`config.mk`:
```
export PLATFORM = sky130hd
export DESIGN_NAME = cv32e41s_tcm_obi_bridge
export DESIGN_NICKNAME = d
export VERILOG_FILES = /design/src/rtl/cv32e41s_tcm_obi_bridge.sv
export SDC_FILE = /design/constraint.sdc
export NUM_CORES = 1
export LEC_CHECK = 0
export ABC_CLOCK_PERIOD_IN_PS = 4400
export CAP_MARGIN = 5
export CORE_ASPECT_RATIO = 0.9
export CORE_MARGIN = 1
export CORE_UTILIZATION = 35
export DETAILED_ROUTE_END_ITERATION = 10
export GPL_TIMING_DRIVEN = 0
export PLACE_DENSITY = 0.72
export SLEW_MARGIN = 20
export SYNTH_ARGS = -nofsm -noshare
export SYNTH_HDL_FRONTEND = slang
export SYNTH_SLANG_ARGS = --single-unit
```
`constraint.sdc`:
```
create_clock -name clk_i -period 4.4 [get_ports clk_i]
set_input_delay 1.32 -clock clk_i [delete_from_list [all_inputs] [get_ports clk_i]]
set_output_delay 1.32 -clock clk_i [all_outputs]
set_load 0.01 [all_outputs]
```
`src/rtl/cv32e41s_tcm_obi_bridge.sv`:
```
// cv32e41s_tcm_obi_bridge
// Bridges an OBI data port onto a single-port, read-first, 1-cycle-latency
// word RAM. Reads and full-word writes complete at one grant per cycle.
// Partial writes take two cycles: a read of the old word, then a merged write.
// Requests beyond MEM_SIZE words get an error response without a RAM access.
//
// Ports
//   clk_i, rst_i                      clock, synchronous active-high reset
//   req_i/gnt_o/addr_i/we_i/be_i/wdata_i     OBI request channel
//   rvalid_o/rdata_o/err_o            OBI response channel
//   mem_en_o/mem_we_o/mem_addr_o/mem_wdata_o/mem_rdata_i   RAM port
module cv32e41s_tcm_obi_bridge #(
    parameter int unsigned A_WID    = 32,
    parameter int unsigned MEM_SIZE = 4096,
    parameter int unsigned D_WID    = 32
) (
    input  logic               clk_i,
    input  logic               rst_i,

    input  logic               req_i,
    output logic               gnt_o,
    input  logic [31:0]        addr_i,
    input  logic               we_i,
    input  logic [3:0]         be_i,
    input  logic [D_WID-1:0]   wdata_i,
    output logic               rvalid_o,
    output logic [D_WID-1:0]   rdata_o,
    output logic               err_o,

    output logic               mem_en_o,
    output logic               mem_we_o,
    output logic [A_WID-1:0]   mem_addr_o,
    output logic [D_WID-1:0]   mem_wdata_o,
    input  logic [D_WID-1:0]   mem_rdata_i
);

    localparam int unsigned NB = D_WID / 8;

    typedef enum logic {
        ACCEPT = 1'b0,
        MERGE  = 1'b1
    } state_e;

    state_e             state_q, state_d;
    logic               rsp_valid_q, rsp_valid_d;
    logic               rsp_err_q, rsp_err_d;
    logic               rsp_read_q, rsp_read_d;
    logic [A_WID-1:0]   addr_q, addr_d;
    logic [3:0]         be_q, be_d;
    logic [D_WID-1:0]   wdata_q, wdata_d;

    logic [29:0]        word_idx;
    logic               oor;
    logic [D_WID-1:0]   merged;
    logic               unused_addr_lsb;

    // Byte offset is irrelevant to a word RAM.
    assign word_idx        = addr_i[31:2];
    assign unused_addr_lsb = ^addr_i[1:0];
    assign oor             = 32'(word_idx) >= MEM_SIZE;

    // Overlay latched write bytes onto the old word read in the grant cycle.
    always_comb begin
        merged = mem_rdata_i;
        for (int b = 0; b < NB; b++) begin
            if (be_q[b]) begin
                merged[b*8 +: 8] = wdata_q[b*8 +: 8];
            end
        end
    end

    // Next state, RAM port and grant.
    always_comb begin
        state_d     = state_q;
        rsp_valid_d = 1'b0;
        rsp_err_d   = 1'b0;
        rsp_read_d  = 1'b0;
        addr_d      = addr_q;
        be_d        = be_q;
        wdata_d     = wdata_q;
        gnt_o       = 1'b0;
        mem_en_o    = 1'b0;
        mem_we_o    = 1'b0;
        mem_addr_o  = '0;
        mem_wdata_o = '0;

        unique case (state_q)
            ACCEPT: begin
                if (req_i) begin
                    gnt_o = 1'b1;
                    if (oor) begin
                        rsp_valid_d = 1'b1;
                        rsp_err_d   = 1'b1;
                    end else if (!we_i) begin
                        mem_en_o    = 1'b1;
                        mem_addr_o  = A_WID'(word_idx);
                        rsp_valid_d = 1'b1;
                        rsp_read_d  = 1'b1;
                    end else if (be_i == 4'hF) begin
                        mem_en_o    = 1'b1;
                        mem_we_o    = 1'b1;
                        mem_addr_o  = A_WID'(word_idx);
                        mem_wdata_o = wdata_i;
                        rsp_valid_d = 1'b1;
                    end else if (be_i == 4'h0) begin
                        rsp_valid_d = 1'b1;
                    end else begin
                        // Partial write: fetch old word, finish in MERGE.
                        mem_en_o   = 1'b1;
                        mem_addr_o = A_WID'(word_idx);
                        addr_d     = A_WID'(word_idx);
                        be_d       = be_i;
                        wdata_d    = wdata_i;
                        state_d    = MERGE;
                    end
                end
            end
            MERGE: begin
                mem_en_o    = 1'b1;
                mem_we_o    = 1'b1;
                mem_addr_o  = addr_q;
                mem_wdata_o = merged;
                rsp_valid_d = 1'b1;
                state_d     = ACCEPT;
            end
            default: begin
                state_d = ACCEPT;
            end
        endcase

        // Reset silences the port immediately, aborting any merge write.
        if (rst_i) begin
            gnt_o       = 1'b0;
            mem_en_o    = 1'b0;
            mem_we_o    = 1'b0;
            mem_addr_o  = '0;
            mem_wdata_o = '0;
        end
    end

    // State and pending-response registers.
    always_ff @(posedge clk_i) begin
        if (rst_i) begin
            state_q     <= ACCEPT;
            rsp_valid_q <= 1'b0;
            rsp_err_q   <= 1'b0;
            rsp_read_q  <= 1'b0;
            addr_q      <= '0;
            be_q        <= '0;
            wdata_q     <= '0;
        end else begin
            state_q     <= state_d;
            rsp_valid_q <= rsp_valid_d;
            rsp_err_q   <= rsp_err_d;
            rsp_read_q  <= rsp_read_d;
            addr_q      <= addr_d;
            be_q        <= be_d;
            wdata_q     <= wdata_d;
        end
    end

    // Response: read data passes straight through from the RAM.
    assign rvalid_o = rsp_valid_q && !rst_i;
    assign err_o    = rvalid_o && rsp_err_q;
    assign rdata_o  = (rvalid_o && rsp_read_q) ? mem_rdata_i : '0;

endmodule

```
Yosys cells after proc, flatten, opt, wreduce, memory -nomap -nowiden
Index checks and enable logic that the tools add are counted.

storage, ports and cells
  bits of input ports = 104
  logic and storage cells = 69
  output and inout port bits = 101
  register bits after elaboration = 70

operators by class
  reductions and logical operators = 8
  $lt $le $gt $ge = 1
  equality and inequality tests = 1
  bitwise logic cells = 5
  mux-type cells = 47

operators by type and width
  cell                  number
  $mux 32               7
  $mux 30               5
  $pmux 32 s2           2
  $mux 8                4
  $ge 30x13->1 const B  1
  $mux 1                25
  $pmux 1 s2            4
  $reduce_and 6->1      1
  $not 1->1             5
  $eq 4x4->1 const B    1
  $logic_not 4->1       1
  $reduce_or 4->1       1
  $logic_and 1x1->1     3
  $reduce_or 3->1       1
  $logic_not 1->1       1

Longest topological paths before layout
  depth in word-level cells = 8
  mapped depth = 8
  gate-level depth less buffers = 4

Least setup slack after synthesis
OpenSTA, ideal clock, no wires.

  path kind = input to output
  start point = input addr_i[15]
  end point = output mem_wdata_o[10]
  required time = 3.080 ns
  stages on the path = 7
  arrival = 2.650 ns
  buffers on the path = 3
  slack = 0.430 ns
  path through = nor4_1 and3_1 buf_2 and4_1 clkbuf_1 buf_2 o2bb2ai_1

between the ends
  word-level cells in the longest chain between the ends = 5

RTL lines
  element             RTL line  text
  start: declaration  22        input logic [31:0] addr_i,
  $ge 30x13->1        60        assign oor = 32'(word_idx) >= MEM_SIZE;
  $mux 32             91        if (oor) begin
  $mux 32             89        if (req_i) begin
  $pmux 32 s2         87        unique case (state_q)
  $mux 32             132       if (rst_i) begin
  end: declaration    33        output logic [D_WID-1:0] mem_wdata_o,

No other way between the ends.

Worst setup path after layout
  start point = input be_i[3]
  end point = output mem_addr_o[8]

between the ends
  word-level cells in the longest chain between the ends = 8
  elaborated cells between the ends (all ways) = 9
  classes of those cells = 1 x eq/ne; 7 x mux; 1 x reduce/logical

RTL lines
  element             RTL line  text
  start: declaration  24        input logic [3:0] be_i,
  $logic_not 4->1     105       end else if (be_i == 4'h0) begin
  $mux 30             105
  $mux 30 *           99        end else if (be_i == 4'hF) begin
  $mux 30 *           94        end else if (!we_i) begin
  $mux 30 *           91
  $mux 30 *           89
  $pmux 32 s2 *       87
  $mux 32 *           132
  end: declaration    32        output logic [A_WID-1:0] mem_addr_o,

Every way passes the cells marked *; elsewhere a longest branch is shown, timed or not. The select of a mux whose other input is x is not followed.

==> flow_summary.html <==
<table>
<tr><th>Metric</th><th>Value</th></tr>
<tr><th colspan="2">Outcome</th></tr>
<tr><td>Status</td><td>completed</td></tr>
<tr><th colspan="2">Clock network</th></tr>
<tr><td>Maximum number of buffers from clock root to sink</td><td>2</td></tr>
<tr><td># clock sinks</td><td>70</td></tr>
<tr><td>Clock-pin slew of the registers on the worst-case setup and hold paths</td><td>0.05 ns</td></tr>
<tr><td>Clock tree from TritonCTS</td><td>yes</td></tr>
<tr><td>Clock latency reported for the late side of the worst-skew pair</td><td>0.33 ns</td></tr>
<tr><td>TritonCTS Buffers</td><td>9</td></tr>
<tr><td>Number of levels in the clock H-tree</td><td>3</td></tr>
<tr><td>Post-CTS Hold Fix Bufs</td><td>0</td></tr>
<tr><td>Buffer type at the clock tree root</td><td>clkbuf_16</td></tr>
<tr><th colspan="2">Min path</th></tr>
<tr><td>Path class of the lowest-slack min-delay path</td><td>register to register</td></tr>
<tr><td>Hold Path Origin</td><td>addr_q[23]</td></tr>
<tr><th colspan="2">Worst setup path</th></tr>
<tr><td>Start-to-end type of the worst setup path</td><td>primary input to primary output</td></tr>
<tr><td>Sequence of cells on the critical path</td><td>dlygate4sd2_1, or4_4, o21bai_4, nor4_4, buf_6, a22o_1, dlygate4sd2_1</td></tr>
<tr><td>Slowest CP cell</td><td>or4_4</td></tr>
<tr><td>Critical Path Sink Type</td><td>primary output</td></tr>
<tr><td>Crit-path max FO</td><td>5</td></tr>
<tr><td>CP arrival</td><td>3.03 ns</td></tr>
<tr><td>Most numerous cell on the critical path</td><td>dlygate4sd2_1</td></tr>
<tr><td>Reg2reg start</td><td>state_q</td></tr>
<tr><td>Worst path required time</td><td>3.08 ns</td></tr>
<tr><td>Crit path launch type</td><td>primary input</td></tr>
<tr><td>Critical path startpoint</td><td>be_i[3]</td></tr>
<tr><td>Stage delay of the slowest cell on the critical path</td><td>0.57 ns</td></tr>
<tr><th colspan="2">Cells and area</th></tr>
<tr><td>Area taken by multi-input logic gates</td><td>2420 sq um</td></tr>
<tr><td>Number of standard cells in the final layout excluding fillers</td><td>852</td></tr>
<tr><td>Share of the core filled with cells</td><td>0.617</td></tr>
<tr><td>Net count, final</td><td>798</td></tr>
<tr><td>Area added between synthesis and finish</td><td>69.8%</td></tr>
<tr><td>Fraction of final layout cells sized beyond drive strength 1</td><td>0.152</td></tr>
<tr><td>Sequential cell area</td><td>1400 sq um</td></tr>
<tr><td>Count of fill cells added during filler insertion</td><td>984</td></tr>
<tr><th colspan="2">Global route</th></tr>
<tr><td>Global-route wire length before repair</td><td>23100 microns</td></tr>
<tr><td>Number of antenna violations at the first check in global routing</td><td>1</td></tr>
<tr><td>GR met3 Demand/Resource</td><td>0.0412</td></tr>
<tr><td>Congestion Overflow GR</td><td>0</td></tr>
<tr><td>Met1 Use GR</td><td>0.319</td></tr>
<tr><td>Layer with the highest usage after global routing</td><td>met2</td></tr>
<tr><td>Met2 Use GR</td><td>0.431</td></tr>
<tr><td>Largest net degree at the start of global routing</td><td>12</td></tr>
<tr><td>Global Route Usage Sum</td><td>0.250</td></tr>
<tr><td>Via count of the first global-routing pass</td><td>4622</td></tr>
<tr><th colspan="2">Place</th></tr>
<tr><td>Post-placement setup slack</td><td>-1.11 ns</td></tr>
<tr><td>Half-perimeter wire length after detailed placement</td><td>10900 microns</td></tr>
<tr><td>Global placement routability congestion</td><td>0.805</td></tr>
<tr><td>Placed Cells</td><td>814</td></tr>
<tr><td># port buffers</td><td>199</td></tr>
<tr><th colspan="2">Detailed routing</th></tr>
<tr><td>Number of vias in the routed layout</td><td>4709</td></tr>
<tr><td>Antenna Nets Post-Route</td><td>0</td></tr>
<tr><td>Drc violations</td><td>0</td></tr>
<tr><td>DRT Wirelength</td><td>15200 microns</td></tr>
<tr><td>Number of detailed-route iterations in the first pass</td><td>5</td></tr>
<tr><td>Routed WL per cell</td><td>17.8 microns</td></tr>
<tr><td>Via density per instance</td><td>5.53</td></tr>
<tr><td>Iteration-0 DRC Markers</td><td>241</td></tr>
<tr><th colspan="2">Synth</th></tr>
<tr><td>Proportion of synthesized chip area in sequential cells</td><td>0.354</td></tr>
<tr><td>Most frequently used cell type in the post-synthesis netlist</td><td>dfxtp_1</td></tr>
<tr><td>Synthesized instance count</td><td>462</td></tr>
<tr><td>Seq cells post-synth</td><td>70</td></tr>
<tr><td>Syn Area/Cell</td><td>8.57 sq um</td></tr>
<tr><td>EDFF count, synth</td><td>0</td></tr>
<tr><td>Library cell with the largest summed area after synthesis</td><td>dfxtp_1</td></tr>
<tr><td>FFs w/ async S/R, synth</td><td>0</td></tr>
<tr><td>Synth cell types</td><td>30</td></tr>
<tr><td>Most area-consuming cells after synthesis</td><td>dfxtp_1, o31ai_1, mux2i_1</td></tr>
<tr><td>Leading cell types by count after synthesis</td><td>dfxtp_1, nand4_1, a21oi_1, o31ai_1, clkbuf_1</td></tr>
<tr><td>Most frequently used flop master after synthesis</td><td>dfxtp_1</td></tr>
<tr><td>Post-synth top area share</td><td>0.354</td></tr>
<tr><td>Post-synthesis instance area</td><td>3960 sq um</td></tr>
<tr><td>Total number of yosys warnings</td><td>0</td></tr>
<tr><th colspan="2">STA</th></tr>
<tr><td>Headroom to the max-slew limit</td><td>0.532</td></tr>
<tr><td>Top achievable clock speed</td><td>0.230 GHz</td></tr>
<tr><td>Slack of the critical path</td><td>0.0524 ns</td></tr>
<tr><td>Fin crit share</td><td>0.988</td></tr>
<tr><td>Worst slack on hold paths</td><td>0.447 ns</td></tr>
<tr><td>Actual transition at the worst max-transition pin</td><td>0.702 ns</td></tr>
<tr><td>Setup violation total in the final timing report</td><td>0</td></tr>
<tr><td>Crit path time final</td><td>4.35 ns</td></tr>
<tr><td>Unrepaired setup endpoints after global routing</td><td>false</td></tr>
<tr><td>Worst-case clock skew</td><td>0.00424 ns</td></tr>
<tr><td>Hold violation count in the final report</td><td>0</td></tr>
<tr><td>Slew Viols, Final</td><td>0</td></tr>
<tr><th colspan="2">Floorplanning</th></tr>
<tr><td>Total Die Area</td><td>11700 sq um</td></tr>
<tr><td>Horizontal die dimension</td><td>114 microns</td></tr>
<tr><td>Placeable core area</td><td>10900 sq um</td></tr>
<tr><td>I/O pins</td><td>205</td></tr>
<tr><td>Row count</td><td>36</td></tr>
<tr><td>Initial cell density of the core</td><td>0.363</td></tr>
<tr><td>Vertical die dimension</td><td>103 microns</td></tr>
<tr><th colspan="2">Power and ir drop</th></tr>
<tr><td>Power density over the cells</td><td>226 nW/um^2</td></tr>
<tr><td>Static leakage</td><td>2.51 nW</td></tr>
<tr><td>Maximum vdd ir drop</td><td>0.184 mV</td></tr>
<tr><th colspan="2">Job</th></tr>
<tr><td>Max-cap check violation count</td><td>0</td></tr>
</table>
-- area by class of cell --
cell class,count,area share
inverters,1,0.000558
clock inverters,4,0.00707
well taps,152,0.0283
plain buffers,64,0.0519
multi-input cells,327,0.361
repair buffers,221,0.308
diodes,1,0.000372
clock buffers,12,0.0352
flip-flops and latches,70,0.208
-- stage by stage --
stage                     instance area [sq um]  setup TNS (ns)  total power, mW
final                                      6720               0             1.52
after global routing                       6720               0             1.57
after CTS                                  6610       -0.000295             1.52
after detailed placement                   6140          -53.28            0.818
after global placement                     6140          -51.99            0.815
after floorplan                            3960               0            0.696
-- kinds of logic after synthesis --
group / count (synthesis) / share of synthesized area
AO/OA/AOI/OAI: 145 / 0.260
buffers and inverters: 66 / 0.0727
flip-flops: 70 / 0.354
multiplexers: 32 / 0.0809
other: 1 / 0.000947
AND/OR/NAND/NOR: 148 / 0.231
-- registers in the layout, indices dropped and copies added, names as in the netlist --
register     cells
wdata_q         32
addr_q          30
be_q             4
rsp_err_q        1
rsp_read_q       1
rsp_valid_q      1
state_q          1
-- metal layers --
| metal | part of all wire | vias to the layer above |
|---|---|---|
| li1 | - | 2236 |
| met1 | 0.43 | 2228 |
| met2 | 0.50 | 225 |
| met3 | 0.058 | 20 |
| met4 | 0.014 | 0 |
| met5 | 0 | - |
-- repair_timing --
item                       in CTS  in global routing
buffers inserted               15                  4
cloned                          1                  2
setup endpoints to repair      76                 72
pin swaps                      11                  6
resized for setup             178                 38
-- placed cells by master (no fill, tap or decap), drive strengths merged, types with 5 or more instances in the layout --
| cell | count |
|---|---|
| clkdlybuf4s15 | 19 |
| and2 | 39 |
| nand4 | 50 |
| dlygate4sd2 | 22 |
| dfxtp | 70 |
| buf | 66 |
| o31ai | 48 |
| nor2 | 5 |
| clkbuf | 55 |
| clkdlybuf4s50 | 132 |
| mux2i | 32 |
| o2bb2ai | 32 |
| nor4 | 7 |
| a22o | 12 |
| and3 | 33 |
| a21oi | 48 |
-- critical path: cells and delay by family --
kind            cells  cell delay, ns
compound gates      2            0.34
simple gates        2            0.65
buf+inv             3            0.71
-- final timing paths --
| path | end | slack (ns) | cells past startpoint |
|---|---|---|---|
| min reg2reg | addr_q[23] | 0.45 | 1 |
| max | mem_addr_o[8] | 0.05 | 7 |
| max reg2reg | be_q[0] | 2.34 | 8 |
| min | addr_q[23] | 0.45 | 1 |
-- power by group --
| group | internal (mW) | switching [mW] |
|---|---|---|
| clock | 0.437 | 0.267 |
| combinational | 0.0984 | 0.0813 |
| sequential | 0.635 | 0.000248 |
| total | 1.17 | 0.348 |
(Power assumes the default switching activity.)
